**config.mk**
```make
export PLATFORM = sky130hd
export DESIGN_NAME = mem_port_arbiter
export DESIGN_NICKNAME = d
export VERILOG_FILES = /design/src/rtl/mem_arb_pkg.sv /design/src/rtl/arb_starve_cnt.sv /design/src/rtl/mem_port_arbiter.sv
export SDC_FILE = /design/constraint.sdc
export NUM_CORES = 1
export LEC_CHECK = 0
export ABC_AREA = 1
export ABC_CLOCK_PERIOD_IN_PS = 1450
export CAP_MARGIN = 20
export CORE_MARGIN = 3
export CORE_UTILIZATION = 27
export DETAILED_ROUTE_END_ITERATION = 7
export GPL_TIMING_DRIVEN = 0
export PLACE_DENSITY = 0.76
export SLEW_MARGIN = 10
export SYNTH_ARGS = -nofsm -noshare
export SYNTH_HDL_FRONTEND = slang
export SYNTH_SLANG_ARGS = --single-unit
```
**constraint.sdc**
```tcl
create_clock -name clk -period 1.45 [get_ports clk]
set_input_delay 0.29 -clock clk [delete_from_list [all_inputs] [get_ports clk]]
set_output_delay 0.29 -clock clk [all_outputs]
set_load 0.02 [all_outputs]
```
**src/rtl/mem_arb_pkg.sv**
```systemverilog
// Shared types and default widths for the single-port memory arbiter.
// Included by the arbiter top and by the bench.
package mem_arb_pkg;

    typedef enum logic [1:0] {
        OWN_NONE,
        OWN_IF,
        OWN_D
    } owner_t;

    localparam int DEF_ADDR_W = 8;
    localparam int DEF_DATA_W = 32;

endpackage

```
**src/rtl/arb_starve_cnt.sv**
```systemverilog
// Counts consecutive cycles in which a pending fetch was refused.
// at_lim tells the arbiter that fetch must win this cycle.
module arb_starve_cnt #(
    parameter int STARVE_LIM = 4
) (
    input  logic clk,
    input  logic clr,
    input  logic req,
    input  logic gnt,
    output logic at_lim
);

    logic [3:0] wait_cnt;

    // Saturates at the limit and holds there until fetch is served or withdraws.
    always_ff @(posedge clk or negedge clr) begin
        if (!clr) begin
            wait_cnt <= '0;
        end else if (!req || gnt) begin
            wait_cnt <= '0;
        end else if (wait_cnt != 4'(STARVE_LIM)) begin
            wait_cnt <= wait_cnt + 4'd1;
        end
    end

    assign at_lim = (wait_cnt == 4'(STARVE_LIM));

endmodule

```
**src/rtl/mem_port_arbiter.sv**
```systemverilog
// Shares one memory port between instruction fetch and data load/store.
// Data has priority; a starvation counter guarantees fetch progress.
module mem_port_arbiter
    import mem_arb_pkg::*;
#(
    parameter int ADDR_W     = DEF_ADDR_W,
    parameter int DATA_W     = DEF_DATA_W,
    parameter int STARVE_LIM = 4,
    parameter int CNT_W      = 16
) (
    input  logic              clk,
    input  logic              clr,
    input  logic              if_req,
    input  logic [ADDR_W-1:0] if_addr,
    output logic              if_gnt,
    output logic              if_rvalid,
    output logic [DATA_W-1:0] if_rdata,
    input  logic              d_req,
    input  logic              d_we,
    input  logic [ADDR_W-1:0] d_addr,
    input  logic [DATA_W-1:0] d_wdata,
    output logic              d_gnt,
    output logic              d_rvalid,
    output logic [DATA_W-1:0] d_rdata,
    output logic              mem_en,
    output logic              mem_wen,
    output logic [ADDR_W-1:0] mem_addr,
    output logic [DATA_W-1:0] mem_din,
    input  logic [DATA_W-1:0] mem_dout,
    output logic [CNT_W-1:0]  conflict_cnt
);

    logic   if_win;
    logic   d_win;
    logic   fetch_at_lim;
    owner_t rd_owner;

    arb_starve_cnt #(
        .STARVE_LIM (STARVE_LIM)
    ) u_starve (
        .clk    (clk),
        .clr    (clr),
        .req    (if_req),
        .gnt    (if_win),
        .at_lim (fetch_at_lim)
    );

    // Gating on clr keeps grants off for the whole time reset is asserted.
    always_comb begin
        if_win = 1'b0;
        d_win  = 1'b0;
        if (clr) begin
            if (fetch_at_lim && if_req) begin
                if_win = 1'b1;
            end else if (d_req) begin
                d_win = 1'b1;
            end else if (if_req) begin
                if_win = 1'b1;
            end
        end
    end

    assign if_gnt   = if_win;
    assign d_gnt    = d_win;
    assign mem_en   = if_win | d_win;
    assign mem_wen  = d_win & d_we;
    assign mem_addr = d_win ? d_addr : (if_win ? if_addr : '0);
    assign mem_din  = d_win ? d_wdata : '0;

    // Remembers who owns the word coming back from memory next cycle.
    always_ff @(posedge clk or negedge clr) begin
        if (!clr) begin
            rd_owner <= OWN_NONE;
        end else if (if_win) begin
            rd_owner <= OWN_IF;
        end else if (d_win && !d_we) begin
            rd_owner <= OWN_D;
        end else begin
            rd_owner <= OWN_NONE;
        end
    end

    assign if_rvalid = (rd_owner == OWN_IF);
    assign d_rvalid  = (rd_owner == OWN_D);
    assign if_rdata  = if_rvalid ? mem_dout : '0;
    assign d_rdata   = d_rvalid ? mem_dout : '0;

    always_ff @(posedge clk or negedge clr) begin
        if (!clr) begin
            conflict_cnt <= '0;
        end else if (if_req && d_req && (conflict_cnt != '1)) begin
            conflict_cnt <= conflict_cnt + CNT_W'(1);
        end
    end

endmodule

```
==> results of run 1 <==
layer usage:
metal	part of all wire, %	vias to the layer above
li1	-	1578
met3	7.7	25
met5	0	-
met2	56	141
met1	33	1554
met4	2.5	0
per-stage QoR:
| stage | worst slack, ns | instances | hold slack, ns | util [%] |
|---|---|---|---|---|
| after global placement | -1.717 | 670 | 0.5193 | 64.04 |
| after CTS | -0.6594 | 710 | 0.01359 | 73.10 |
| after global routing | -0.7189 | 718 | -0.001037 | 80.13 |
| after floorplan | -0.1299 | 361 | -0.005591 | - |
| final | -0.6402 | 718 | -0.01263 | 80.13 |
| after detailed placement | -1.754 | 670 | 0.5343 | 64.04 |
synthesized netlist by cell type:
cell,count
a21boi_0,1
a21oi_1,1
a22o_1,8
buf_2,3
buf_6,2
clkbuf_1,6
clkinv_1,1
dfrtp_1,22
ha_1,3
inv_1,86
inv_2,2
nand2_1,65
nand2_2,3
nand2_4,1
nand3_1,10
nand3_2,1
nand4_1,4
nor2_1,114
nor2_2,2
nor2_4,3
o21ai_0,9
o21ai_1,1
o21ai_2,4
o21ai_4,1
xnor2_1,5
xor2_1,3
power by group through the flow:
stage	logic, mW	clock network [mW]	registers [mW]
4_1_cts	1.53	0.418	0.794
2_1_floorplan	0.605	0	0.875
5_1_grt	1.85	0.438	0.843
3_5_place_dp	1.36	0	0.814
6_report	1.74	0.414	0.825
3_3_place_gp	1.34	0	0.810
cell type report:
| class | count | area [um^2] |
|---|---|---|
| Clock buffer | 4 | 45.04 |
| Buffer | 9 | 172.7 |
| Inverter | 89 | 351.6 |
| Multi-Input combinational cell | 239 | 1943 |
| Sequential cell | 22 | 563.0 |
| Timing Repair Buffer | 256 | 2675 |
| Tap cell | 99 | 123.9 |
| Fill cell | 437 | 1456 |
registers in the layout, indices dropped and copies added (netlist names):
| register | cells |
|---|---|
| conflict_cnt | 16 |
| u_starve.wait_cnt | 4 |
| rd_owner | 2 |
cell families (layout without fill, tap and decap cells):
group                    count (synthesis)  after routing
AO/OA/AOI/OAI                           25             25
XOR/XNOR                                 8              8
adder cells (fa/ha/maj)                  3              3
buffers and inverters                  100            358
flip-flops                              22             22
AND/OR/NAND/NOR                        203            203
worst min-delay path by stage:
stage               startpoint              end  slack, ns  depth (start not counted)
2_1_floorplan              clr  conflict_cnt[0]     -0.006                          0
5_1_grt                    clr  conflict_cnt[1]     -0.001                          2
3_3_place_gp   conflict_cnt[1]  conflict_cnt[1]       0.52                          2
4_1_cts                    clr  conflict_cnt[3]       0.01                          1
3_5_place_dp   conflict_cnt[1]  conflict_cnt[1]       0.53                          2
6_report                   clr  conflict_cnt[2]      -0.01                          2
worst reg2reg max path: cells and delay by family (launching register included):
kind | cells | cell delay, ns
buffers and inverters | 3 | 0.31
AND/OR/NAND/NOR | 4 | 0.35
adder cells (fa/ha/maj) | 1 | 0.16
AO/OA/AOI/OAI | 1 | 0.16
flip-flops | 1 | 0.39
timing repair:
item / 4_1_cts / 5_1_grt
endpoints found under the hold margin: 0 / 22
setup endpoints to repair: 145 / 129
gates resized for setup: 619 / 140
gates cloned: 6 / 2
buffers inserted: 30 / 8
pin swaps: 9 / 8
hold buffers: 0 / 1
==> impl_metrics.ini, run 1 <==
[clocking]
sink_count_of_the_clock_tree = 22
tritoncts_clock_tree = yes
clockRootBuffer = clkbuf_8
cts.htree.levels = 1
tritoncts_buffers = 3
max-clock-path-buffers = 2
clk_pin_slew_ns = 0.09
worstSkewPairLatency_ns = 0.27

[drt]
drt_pass1_iterations = 4
route.final.wire_length_um = 12190
routed_wire_length_per_instance_um = 16.98
drc_errors = 0
vias_per_cell = 4.593
drtIter0Drc = 131
detailed_route_via_count = 3298
detail-route-antenna-nets = 0

[critical_path]
worst_r2r_endpoint = u_starve.wait_cnt[0]
path_delay_family = buffers and inverters
critPathSlowestCell = clkdlybuf4s50_1
worst-path-stages = 7
worst_path_largest_cell_delay_ns = 0.55
worst-path-buf-inv = 4
cp-end-kind = primary output
reg2reg_from = u_starve.wait_cnt[1]
worst_setup_path_start_kind = input pin
required_time_of_the_worst_setup_path_ns = 1.16
library_cell_appearing_most_often_on_the_critical_path = buf_6
arrival_time_at_the_worst_endpoint_ns = 1.80
crit_chain = clkdlybuf4s50_1 -> nand4_1 -> nand2_4 -> buf_6 -> inv_8 -> a22o_4 -> buf_6
worst-r2r-cell-count = 9
reg2reg_setup_slack_ns = 0
crit_fanout = 9
worst_setup_path_endpoint = mem_addr[1]
setup.worst_path.start = if_req
setup.worst_path.class = in2out

[global_routing]
grt_start_max_net_pins = 26
via_count_of_the_first_global_routing_pass = 3190
gr-usage-met2_pct = 47.47
met1_usage_pct = 23.53
grt_overflow = 0
antenna_found_initial = 0
grt.met3_usage_pct = 5.229
first_pass_grt_wire_length_um = 16310
global_route.usage.total_pct = 23.30
layer_carrying_the_most_global_route_usage = met2

[layout]
antenna_cells_inserted = 0
area_delta_synth_final_pct = 183.9
final_design_area_no_fill_um2 = 5874
layout_cells_sized_above_1_pct = 49.11
number_of_nets_in_the_layout = 708
most_common_cell_after_layout_fill_and_taps_aside = buf_6
final_cell_mix = 97 x buf_6, 85 x nor2_4, 83 x clkdlybuf4s50_1

[synthesis]
synth.top_cells.by_area = dfrtp_1 27%, nor2_1 21%, inv_1 16%, nand2_1 12%, a22o_1 3.4%
synth_warnings = 0
netlist_instances = 361
synth_top_family_by_area = simple AND/OR/NAND/NOR gates
mappedNetlistArea_um2 = 2069
synth-compound-area-share_pct = 8.888
synth.top_cell.area_share_pct = 26.60
yosys-mux-area-fraction_pct = 0
seq_area_frac_synth_pct = 26.60
synth.largest_area_cell = dfrtp_1
yosys.cell_types.count = 26
avgSynthCellArea_um2 = 5.733
yosys_register_bits = 22
post_synth_fa_ha_maj_area_fraction_pct = 1.814
synth-xor-area-share_pct = 3.386
synth-simple-area-share_pct = 40.27
syn-num-nets = 449

[sta]
setup_viol = 109
clock.fmax_ghz = 0.4784
setup_ws_ns = -0.6402
slew-limit-headroom_pct = 80.54
skew_ns = 0.01041
setup-tns-final_ns = -39.82
timing.final.crit_share_pct = 144.2
drv_slew = 0
fin_crit_ns = 2.090
worst-slew-pin-transition_ns = 0.2908
rsz0062_at_grt = yes
hold_viol_final = 11
finalHoldWorstSlack_ns = -0.01263

[place]
detailed_place_hpwl_um = 7640
numPortBuffers = 210
instance_area_at_placement_um2 = 4695
gp_congestion = 0.8618

[pwr]
pwr-share-clk_pct = 13.9
finalPower_mw = 2.977
part_of_the_total_power_dissipated_in_combinational_logic_pct = 58.4
share_seq_of_total_power_pct = 27.7
leakage_nw = 2.852
cell_int_power_mw = 1.757
ir_drop_v = 0.0009441
netSwitchingFraction_pct = 40.99
switchingPower_mw = 1.220
cellPowerDensity_nw_per_um2 = 506.8

[floorplan]
floorplan_die_area_um2 = 8752
placementRows = 31
die-height_um = 93.55
dieWidth_um = 93.55
floorplan.initialDensity_pct = 28.23
core_um2 = 7331
pin_count = 211

[status]
result_of_the_run = finished with violations
violations = negative hold slack, negative setup slack

[hold_path]
classification_of_the_worst_slack_hold_path = in2async

[run]
maxcap_violations = 0
Power figures use the tool's default switching activity.
==> run 2, diff against run 1 <==
TNS_END_PERCENT = 30   (was not set)
==> run 2 against run 1 <==
The run ends with negative setup slack left. Sequential share of layout area increased by 1.7 points. Worst hold slack improved by 0.021 ns. Die area unchanged. Total power decreased by 8.0%. Clock-buffer cell count unchanged. Final cell count decreased by 3.1%. Register-to-register slack got worse by 0.06 ns. Clock power increased by 11%. First-iteration DRC count decreased by 64%. Fmax decreased by 1.9%. Flip-flop and latch count unchanged. Critical path type is now reg2out. Critical endpoint is now mem_addr[6]. Highest routed layer unchanged.
==> impl_metrics.ini, run 2 (same netlist as run 1, synthesis figures left out) <==
[run]
maxcap_violations = 0

[clocking]
clk_pin_slew_ns = 0.08
hold_fix_buffers_at_cts = 0
max-clock-path-buffers = 2
clockRootBuffer = clkbuf_8
sink_count_of_the_clock_tree = 22
tritoncts_buffers = 3
cts.htree.levels = 1
worstSkewPairLatency_ns = 0.27
tritoncts_clock_tree = yes

[global_routing]
via_count_of_the_first_global_routing_pass = 2940
grt_start_max_net_pins = 26
first_pass_grt_wire_length_um = 15530
antenna_found_initial = 0
grt_overflow = 0
global_route.usage.total_pct = 22.10

[critical_path]
worst_path_largest_cell_delay_ns = 0.41
cp-end-kind = primary output
required_time_of_the_worst_setup_path_ns = 1.16
critPathSlowestCell = dfrtp_1
worst_setup_path_endpoint = mem_addr[6]
setup.worst_path.class = reg2out
crit_fanout = 9
reg2reg_setup_slack_ns = -0.06
setup.worst_path.start = u_starve.wait_cnt[1]
arrival_time_at_the_worst_endpoint_ns = 1.84
worst-r2r-cell-count = 9
worst_setup_path_start_kind = flop
reg2reg_from = u_starve.wait_cnt[1]
crit_chain = inv_1 -> ha_2 -> nand4_1 -> nand2_4 -> buf_12 -> inv_8 -> a22o_4 -> buf_6
worst_r2r_endpoint = u_starve.wait_cnt[1]

[hold_path]
classification_of_the_worst_slack_hold_path = in2async

[layout]
final_cell_mix = 84 x inv_1, 82 x clkdlybuf4s50_1, 67 x buf_4
layout_cells_sized_above_1_pct = 43.38
largestRegisters = conflict_cnt (16), u_starve.wait_cnt (4), rd_owner (2)
largest-register = conflict_cnt
n_fill_cell = 615
antenna_cells_inserted = 0
largest_register_ffs = 16
number_of_nets_in_the_layout = 686
most_common_cell_after_layout_fill_and_taps_aside = inv_1
area_delta_synth_final_pct = 139.0

[drt]
drtIter0Drc = 47
detailed_route_via_count = 3019
detail-route-antenna-nets = 0
route.final.wire_length_um = 10600
drt_pass1_iterations = 4
routed_wire_length_per_instance_um = 15.23
drc_errors = 0
vias_per_cell = 4.338

[sta]
setup_viol = 111
hold_viol_final = 0
worst-slew-pin-transition_ns = 0.5718
finalHoldWorstSlack_ns = 0.007907
setup_ws_ns = -0.6811
skew_ns = 0.001712
slew-limit-headroom_pct = 61.88
rsz0062_at_grt = yes
timing.final.crit_share_pct = 147.0
drv_slew = 0
clock.fmax_ghz = 0.4692
fin_crit_ns = 2.131

[pwr]
leakage_nw = 2.598
part_of_the_total_power_dissipated_in_combinational_logic_pct = 53.3
ir_drop_v = 0.0006860
pwr-share-clk_pct = 16.8
cell_int_power_mw = 1.663
switchingPower_mw = 1.075
netSwitchingFraction_pct = 39.27
share_seq_of_total_power_pct = 29.9
cellPowerDensity_nw_per_um2 = 553.6

[floorplan]
pin_count = 211
die-height_um = 93.55
core_um2 = 7331
dieWidth_um = 93.55
floorplan_die_area_um2 = 8752
floorplan.initialDensity_pct = 28.23
placementRows = 31

[place]
detailed_place_hpwl_um = 8000
gp_congestion = 0.7874
numPortBuffers = 210
place_ws_ns = -1.769

[status]
result_of_the_run = finished with violations
violations = negative setup slack
## run 2: what timing repair did
action                     in CTS  in global routing
hold endpoints to repair        0                  0
pin swaps                       9                  4
resized for setup             582                107
setup endpoints to repair     145                129
buffers inserted               15                  4
gates cloned                    3                  1
## run 2: final cells by class
cell class                 count  area (um^2)  share of cell area (%)
timing repair inverter         1        8.758                  0.1771
inverter                      89        349.1                   7.058
multi-input combinational    239         1528                   30.89
tap                           99        123.9                   2.504
timing repair buffer         231         2147                   43.41
sequential                    22        560.5                   11.33
buffer                        11        173.9                   3.516
clock buffer                   4        55.05                   1.113
## run 2: worst min path at each step
| stage | end | slack (ns) | cells after the start |
|---|---|---|---|
| 6_report | u_starve.wait_cnt[2] | 0.008 | 1 |
| 5_1_grt | conflict_cnt[3] | 0.03 | 1 |
| 4_1_cts | conflict_cnt[9] | 0.01 | 1 |
| 3_5_place_dp | u_starve.wait_cnt[1] | 0.55 | 2 |
| 3_3_place_gp | u_starve.wait_cnt[1] | 0.52 | 2 |
| 2_1_floorplan | conflict_cnt[0] | -0.006 | 0 |
## run 2: critical path: cells and delay by family, from the launching register on
family,cells,cell delay (ns)
simple gates,2,0.35
flops,1,0.41
compound gates,1,0.24
fa+ha+maj,1,0.18
buf+inv,4,0.38
## run 2: metal layers
| metal | part of all wire, % | global-route usage (%) | vias up |
|---|---|---|---|
| li1 | - | - | 1519 |
| met2 | 52 | 40.74 | 130 |
| met5 | 0 | 0 | - |
| met1 | 37 | 25.15 | 1360 |
| met4 | 1.0 | 3.851 | 0 |
| met3 | 9.2 | 6.919 | 10 |
## run 2: per-stage QoR
step	util [%]	power [mW]	setup TNS (ns)	std cells	cell area [um^2]
2_1_floorplan	-	1.437	-5.796	361	2328
5_1_grt	67.47	2.883	-40.42	696	4946
4_1_cts	64.86	2.652	-35.75	692	4755
6_report	67.47	2.738	-33.82	696	4946
3_3_place_gp	62.13	2.111	-114.64	670	4554
3_5_place_dp	62.13	2.135	-119.70	670	4554
## run 2: power by group through the flow
stage	Combinational [mW]	Sequential [mW]	Clock (mW)
final	1.46	0.819	0.459
after global routing	1.56	0.831	0.489
after CTS	1.39	0.803	0.461
after detailed placement	1.32	0.812	0
after global placement	1.30	0.807	0
after floorplan	0.566	0.871	0
